==> config.mk <==
export PLATFORM = sky130hd
export DESIGN_NAME = serial_addsub
export DESIGN_NICKNAME = d
export VERILOG_FILES = /design/src/rtl/serial_addsub_pkg.sv /design/src/rtl/serial_fa_bit.sv /design/src/rtl/serial_addsub.sv
export SDC_FILE = /design/constraint.sdc
export NUM_CORES = 1
export LEC_CHECK = 0
export CORE_MARGIN = 5
export CORE_UTILIZATION = 45
export DETAILED_ROUTE_END_ITERATION = 10
export MAX_ROUTING_LAYER = met4
export PLACE_DENSITY = 0.7
export SYNTH_ARGS = -nofsm -noshare
export SYNTH_HDL_FRONTEND = slang
export SYNTH_SLANG_ARGS = --single-unit
export TNS_END_PERCENT = 1
==> constraint.sdc <==
create_clock -name clk -period 2.1 [get_ports clk]
set_clock_uncertainty 0.1 [all_clocks]
set_input_delay 0.63 -clock clk [delete_from_list [all_inputs] [get_ports clk]]
set_output_delay 0.63 -clock clk [all_outputs]
set_load 0.01 [all_outputs]
==> src/rtl/serial_addsub_pkg.sv <==
// Shared types and constants for the bit-serial add/sub unit.
// Imported by the top module and by benches that need the mode encoding.
package serial_addsub_pkg;

   typedef enum logic [1:0] {
      IDLE = 2'd0,
      RUN  = 2'd1,
      DONE = 2'd2
   } state_t;

   localparam int   ADDSUB_WIDTH = 8;
   localparam logic MODE_ADD     = 1'b0;
   localparam logic MODE_SUB     = 1'b1;

endpackage

==> src/rtl/serial_fa_bit.sv <==
// One-bit combinational full adder.
// This is the only arithmetic in the serial datapath.
module serial_fa_bit (
   input  logic x,
   input  logic y,
   input  logic cin,
   output logic s,
   output logic cout
);

   assign s    = x ^ y ^ cin;
   assign cout = (x & y) | (x & cin) | (y & cin);

endmodule

==> src/rtl/serial_addsub.sv <==
// Bit-serial two's complement adder/subtractor, LSB first, one bit per clock.
// Subtraction is done as a + ~b + 1, with the +1 entering through the initial carry.
module serial_addsub
   import serial_addsub_pkg::*;
#(
   parameter int WIDTH = ADDSUB_WIDTH
) (
   input  logic             clk,
   input  logic             rst_n,
   input  logic             start,
   input  logic [WIDTH-1:0] a,
   input  logic [WIDTH-1:0] b,
   input  logic             m,
   output logic             busy,
   output logic             done,
   output logic [WIDTH-1:0] sum,
   output logic             ovf
);

   localparam int            CW   = $clog2(WIDTH);
   localparam logic [CW-1:0] LAST = CW'(WIDTH - 1);

   state_t           state_reg;
   logic [WIDTH-1:0] a_reg;
   logic [WIDTH-1:0] b_reg;
   logic [WIDTH-1:0] res_reg;
   logic             carry_reg;
   logic [CW-1:0]    cnt_reg;
   logic             busy_reg;
   logic             done_reg;
   logic [WIDTH-1:0] sum_reg;
   logic             ovf_reg;

   logic             fa_s;
   logic             fa_cout;
   logic [WIDTH-1:0] res_next;

   serial_fa_bit u_fa (
      .x    (a_reg[0]),
      .y    (b_reg[0]),
      .cin  (carry_reg),
      .s    (fa_s),
      .cout (fa_cout)
   );

   assign res_next = {fa_s, res_reg[WIDTH-1:1]};

   always_ff @(posedge clk or negedge rst_n) begin
      if (!rst_n) begin
         state_reg <= IDLE;
         a_reg     <= '0;
         b_reg     <= '0;
         res_reg   <= '0;
         carry_reg <= 1'b0;
         cnt_reg   <= '0;
         busy_reg  <= 1'b0;
         done_reg  <= 1'b0;
         sum_reg   <= '0;
         ovf_reg   <= 1'b0;
      end else begin
         case (state_reg)
            IDLE, DONE: begin
               done_reg <= 1'b0;
               if (start) begin
                  a_reg     <= a;
                  b_reg     <= b ^ {WIDTH{m}};
                  carry_reg <= m;
                  cnt_reg   <= '0;
                  res_reg   <= '0;
                  busy_reg  <= 1'b1;
                  state_reg <= RUN;
               end else begin
                  busy_reg  <= 1'b0;
                  state_reg <= IDLE;
               end
            end
            RUN: begin
               a_reg     <= {1'b0, a_reg[WIDTH-1:1]};
               b_reg     <= {1'b0, b_reg[WIDTH-1:1]};
               carry_reg <= fa_cout;
               res_reg   <= res_next;
               if (cnt_reg == LAST) begin
                  // carry_reg here is the carry into the sign bit
                  sum_reg   <= res_next;
                  ovf_reg   <= carry_reg ^ fa_cout;
                  busy_reg  <= 1'b0;
                  done_reg  <= 1'b1;
                  state_reg <= DONE;
               end else begin
                  cnt_reg   <= cnt_reg + 1'b1;
               end
            end
            default: begin
               busy_reg  <= 1'b0;
               done_reg  <= 1'b0;
               state_reg <= IDLE;
            end
         endcase
      end
   end

   assign busy = busy_reg;
   assign done = done_reg;
   assign sum  = sum_reg;
   assign ovf  = ovf_reg;

endmodule
# Yosys cells after proc, flatten, opt, wreduce, memory -nomap -nowiden
# Cells that the tools add are included.
[classes] reduce_logical=6 add_sub_neg=1 bitwise_logic=9 eq_ne=6 muxes=19
[ops] operator="$pmux 8 s2" count=3
[ops] operator="$mux 8" count=3
[ops] operator="$xor 8x8->8" count=1
[ops] operator="$mux 1" count=6
[ops] operator="$mux 3" count=2
[ops] operator="$ne 2x2->1 const B" count=3
[ops] operator="$pmux 3 s2" count=1
[ops] operator="$pmux 1 s2" count=2
[ops] operator="$pmux 2 s2" count=1
[ops] operator="$reduce_and 2->1" count=2
[ops] operator="$add 3x1->3 const B" count=1
[ops] operator="$and 1x1->1" count=3
[ops] operator="$eq 3x3->1 const B" count=1
[ops] operator="$reduce_and 3->1" count=1
[ops] operator="$xor 1x1->1" count=3
[ops] operator="$eq 2x1->1 const B" count=1
[ops] operator="$eq 2x2->1 const B" count=1
[ops] operator="$logic_not 2->1" count=1
[ops] operator="$mux 2" count=1
[ops] operator="$or 1x1->1" count=2
[ops] operator="$reduce_bool 2->1" count=1
[ops] operator="$reduce_or 2->1" count=1
[totals] regBits=41 input_bits=20 output_inout_bits=11 word_cells=51

# Longest topological paths before layout
[logic_depth] ltp_word=4 ltp_mapped=6 ltp_nobuf=5

# By module
# A second synthesis with hierarchy kept.
[hier_totals] hier_cells=127 area_unflattened_um2=1657.8
[by_module_without_submodules] module="serial_addsub" seq_area_each_um2=975.9 area_per_inst_um2=1637.8 cells_per_inst=126 n_inst=1
[by_module_without_submodules] module="serial_fa_bit" seq_area_each_um2=0.0 area_per_inst_um2=20.0 cells_per_inst=1 n_inst=1

# Least setup slack after synthesis
# Ideal clock, no wire load.
[synth_timing] path_kind="reg-to-reg" start="register cnt_reg[0]" end="register sum_reg[1], in the netlist sum[1]" arrival_time_ns=1.387 stages_incl_launch_ff=6 synth_period_minus_slack_ns=1.614 required_ns=1.872 setup_slack_ns=0.486 setup_ns=0.128 path_buffers=1 path_cell_list="dfrtp_1 ha_1 ha_1 nand3b_1 buf_2 mux2_1"
[synth_between] elab_chain_len=2
[synth_rtl] item="start: declaration" line_no="serial_addsub.sv:28" rtl="logic [CW-1:0] cnt_reg;"
[synth_rtl] item="start signal: assignment" line_no="serial_addsub.sv:90" rtl="cnt_reg <= cnt_reg + 1'b1;"
[synth_rtl] item="$eq 3x3->1" line_no="serial_addsub.sv:82" rtl="if (cnt_reg == LAST) begin"
[synth_rtl] item="$reduce_and 2->1 (no line)"
[synth_rtl] item="end signal: assignment" line_no="serial_addsub.sv:84" rtl="sum_reg <= res_next;"
[synth_rtl] item="end: declaration" line_no="serial_addsub.sv:31" rtl="logic [WIDTH-1:0] sum_reg;"
# No other way between the ends.
# A chain may end at the register's enable or synchronous reset.

# Final worst setup path
[layout_timing] start="register done_reg, in the netlist done" end="output done"
[layout_lines] item="start: declaration" line_no="serial_addsub.sv:30" rtl="logic done_reg;"
[layout_lines] item="start signal: assignment" line_no="serial_addsub.sv:57" rtl="done_reg <= 1'b0;"
[layout_lines] item="start signal: assignment" line_no="serial_addsub.sv:63" rtl="done_reg <= 1'b0;"
[layout_lines] item="start signal: assignment" line_no="serial_addsub.sv:87" rtl="done_reg <= 1'b1;"
[layout_lines] item="end: declaration" line_no="serial_addsub.sv:15" rtl="output logic done,"
# No word-level cell between the ends.

==> results.tsv <==
metric	value	unit
crit start category	register	
most frequent cells after synthesis	dfrtp_1, a22o_1, nand2_1	
CTS buffer count	5	
GP Congestion	0.702	
Mapped Nets	150	
met3 wire length	120	um
switch share	32.9	%
Routed WL per cell	14.2	um
Post-Syn Area per Cell	13.1	um^2
Max IR drop VDD	0.476	mV
H-tree Lvls	2	
buffers and inverters on the worst path	1	
outcome	complete, no violations	
Flop pwr share	43.5	%
HP Class	in -> async	
Initial Util	46.0	%
most frequent cell after synthesis	dfrtp_1	
layout cells sized above 1	9.82	%
clock net sink count	39	
top post-synthesis cells by area	dfrtp_1, a22o_1, mux2_1, a221o_1, xnor2_1	
Slew Limit Fails	0	
Crit path largest cell delay	570	ps
ant diodes	0	
P&R area growth vs syn	27.0	%
first-pass GRT wire length	5.07	mm
vias in the first global route	1124	
Iteration-0 DRC Markers	62	
YS warnings	0	
DRT antenna net count	0	
DR vias/cell	5.21	
leakage	0.998	nW
CP delay by family, top	buffers and inverters	
WHS	294	ps
Clk network pwr share	15.7	%
FF+latch count, synth	39	
crit path DAT	1240	ps
GRT Resource Usage Total	12.9	%
# hold bufs at CTS	0	
reg2reg setup slack	300	ps
Switch Pwr	981	uW
number of synthesized flops with an enable pin	0	
CTS tree	built	
Synth async-reset ratio	100	%
die height	70.7	um
total grt overflow	0	
Top FF cell, synth	dfrtp_1	
final net count	185	
# port buffers	30	
I/O pin cnt	31	
Setup crit end kind	output pin	
CTS root buffer	clkbuf_8	
Final Critical Period	1970	ps
WL met1	1.39	mm
DR DRC count	0	
Tightest Pin Transition	562	ps
Post-Synth Adder-Cell Area	2.71	%
post-synth top area share	58.8	%
die area	5000	um^2
drt pass-1 iters	4	
CP Class	reg -> out	
post-cts repair resize count	0	
P_int	2.00	mW
post-synthesis cell area	1660	um^2
CP Cell Sequence	clkdlybuf4s50_1	
share of cell area taken by muxes after synthesis	6.03	%
final setup vio count	0	
sequential-to-total area share from yosys stat	58.8	%
DRT Wirelength	3.00	mm
required time of the critical path	1370	ps
initial antenna violation count	0	
Pwr Density	1420	nW/um^2
Hold Vio Cnt, Final	0	
Synth cell types	22	
total number of vias	1100	
Synth Area in XOR/XNOR	4.75	%
Crit-path slowest cell	clkdlybuf4s50_1	
largest family of logic cells by synthesized area	compound AO/OA/AOI/OAI gates	
FP Rows	22	
final HPWL from detailed placement	2.13	mm
pin count of the biggest net entering global routing	40	
top cell type by total area after synthesis	dfrtp_1	
Worst-path clk slew	70	ps
Mapped Cells	127	
latest clock arrival within the worst-skew pair	280	ps
WL met2	1.44	mm
Max clock buf depth	2	
FMAX	0.507	GHz
Die W	70.7	um
crit share post-route	93.9	%
setup tns final	0	ps
core area	3610	um^2
combinational fraction of design power	40.8	%
RSZ-0062 raised after global routing	no	
Post-CTS Setup Repair Bufs	0	
simple-gate share of the synthesized area	6.94	%
Slew HR	62.4	%
uppermost layer routed	met4	
Synth Area in Compound Gates	17.7	%
worst-path maximum fanout	4	
Max Cap Violations	0	
==> cells in the final DEF (no fill, tap or decap), drive strengths merged, types with 2 or more instances in the layout <==
cell,count
a21o,8
a221o,7
a22o,17
buf,7
clkbuf,7
clkdlybuf4s50,29
dfrtp,39
ha,2
mux2,8
nand2,9
nand2b,2
nor2,8
o21ai,3
xnor2,8
==> final cells by class <==
cell class,instances,area [um^2]
Clock buffer,7,76.3
Sequential cell,39,976
Inverter,1,3.75
Multi-Input combinational cell,79,633
Clock inverter,1,5.00
Tap cell,48,60.1
Timing Repair Buffer,36,353
Fill cell,324,1500
==> routing by layer <==
metal	GRT usage, %	vias to the layer above
met5	-	-
met3	2.41	4
met4	5.64	0
met1	16.7	545
li1	-	528
met2	19.9	23
==> through the flow <==
| stage | area (um^2) | worst slack, ps | instances | total power, mW | utilization, % |
|---|---|---|---|---|---|
| global route | 2110 | 85.3 | 211 | 3.19 | 58.4 |
| detailed placement | 2030 | 40.2 | 203 | 2.54 | 56.2 |
| finish | 2110 | 128 | 211 | 2.98 | 58.4 |
| floorplan | 1660 | 486 | 127 | 2.10 | - |
| CTS | 2110 | 122 | 211 | 3.02 | 58.4 |
| global placement | 2030 | 61.4 | 203 | 2.47 | 56.2 |
==> worst paths after layout <==
kind	startpoint	endpoint	cells past startpoint
min in group clk	busy$_DFFE_PN0P_	busy$_DFFE_PN0P_	2
max	done$_DFFE_PN0P_	done	1
min reg2reg	busy$_DFFE_PN0P_	busy$_DFFE_PN0P_	2
max in group asynchronous	rst_n	sum[7]$_DFFE_PN0P_	2
min	rst_n	sum[0]$_DFFE_PN0P_	2
max reg2reg	cnt_reg[0]$_DFFE_PN0P_	sum[4]$_DFFE_PN0P_	4
==> power by group through the flow <==
stage	registers [mW]	logic, mW	clock network (mW)
2_1_floorplan	1.29	0.809	0
3_3_place_gp	1.30	1.18	0
3_5_place_dp	1.31	1.23	0
4_1_cts	1.30	1.23	0.488
5_1_grt	1.34	1.34	0.511
6_report	1.30	1.22	0.470
==> kinds of logic after synthesis <==
kind of cell | Yosys count
multiplexers | 9
AO/OA/AOI/OAI | 35
XOR/XNOR | 9
buffers and inverters | 9
flip-flops | 39
AND/OR/NAND/NOR | 23
adder cells (fa/ha/maj) | 3
Power figures use the tool's default switching activity.
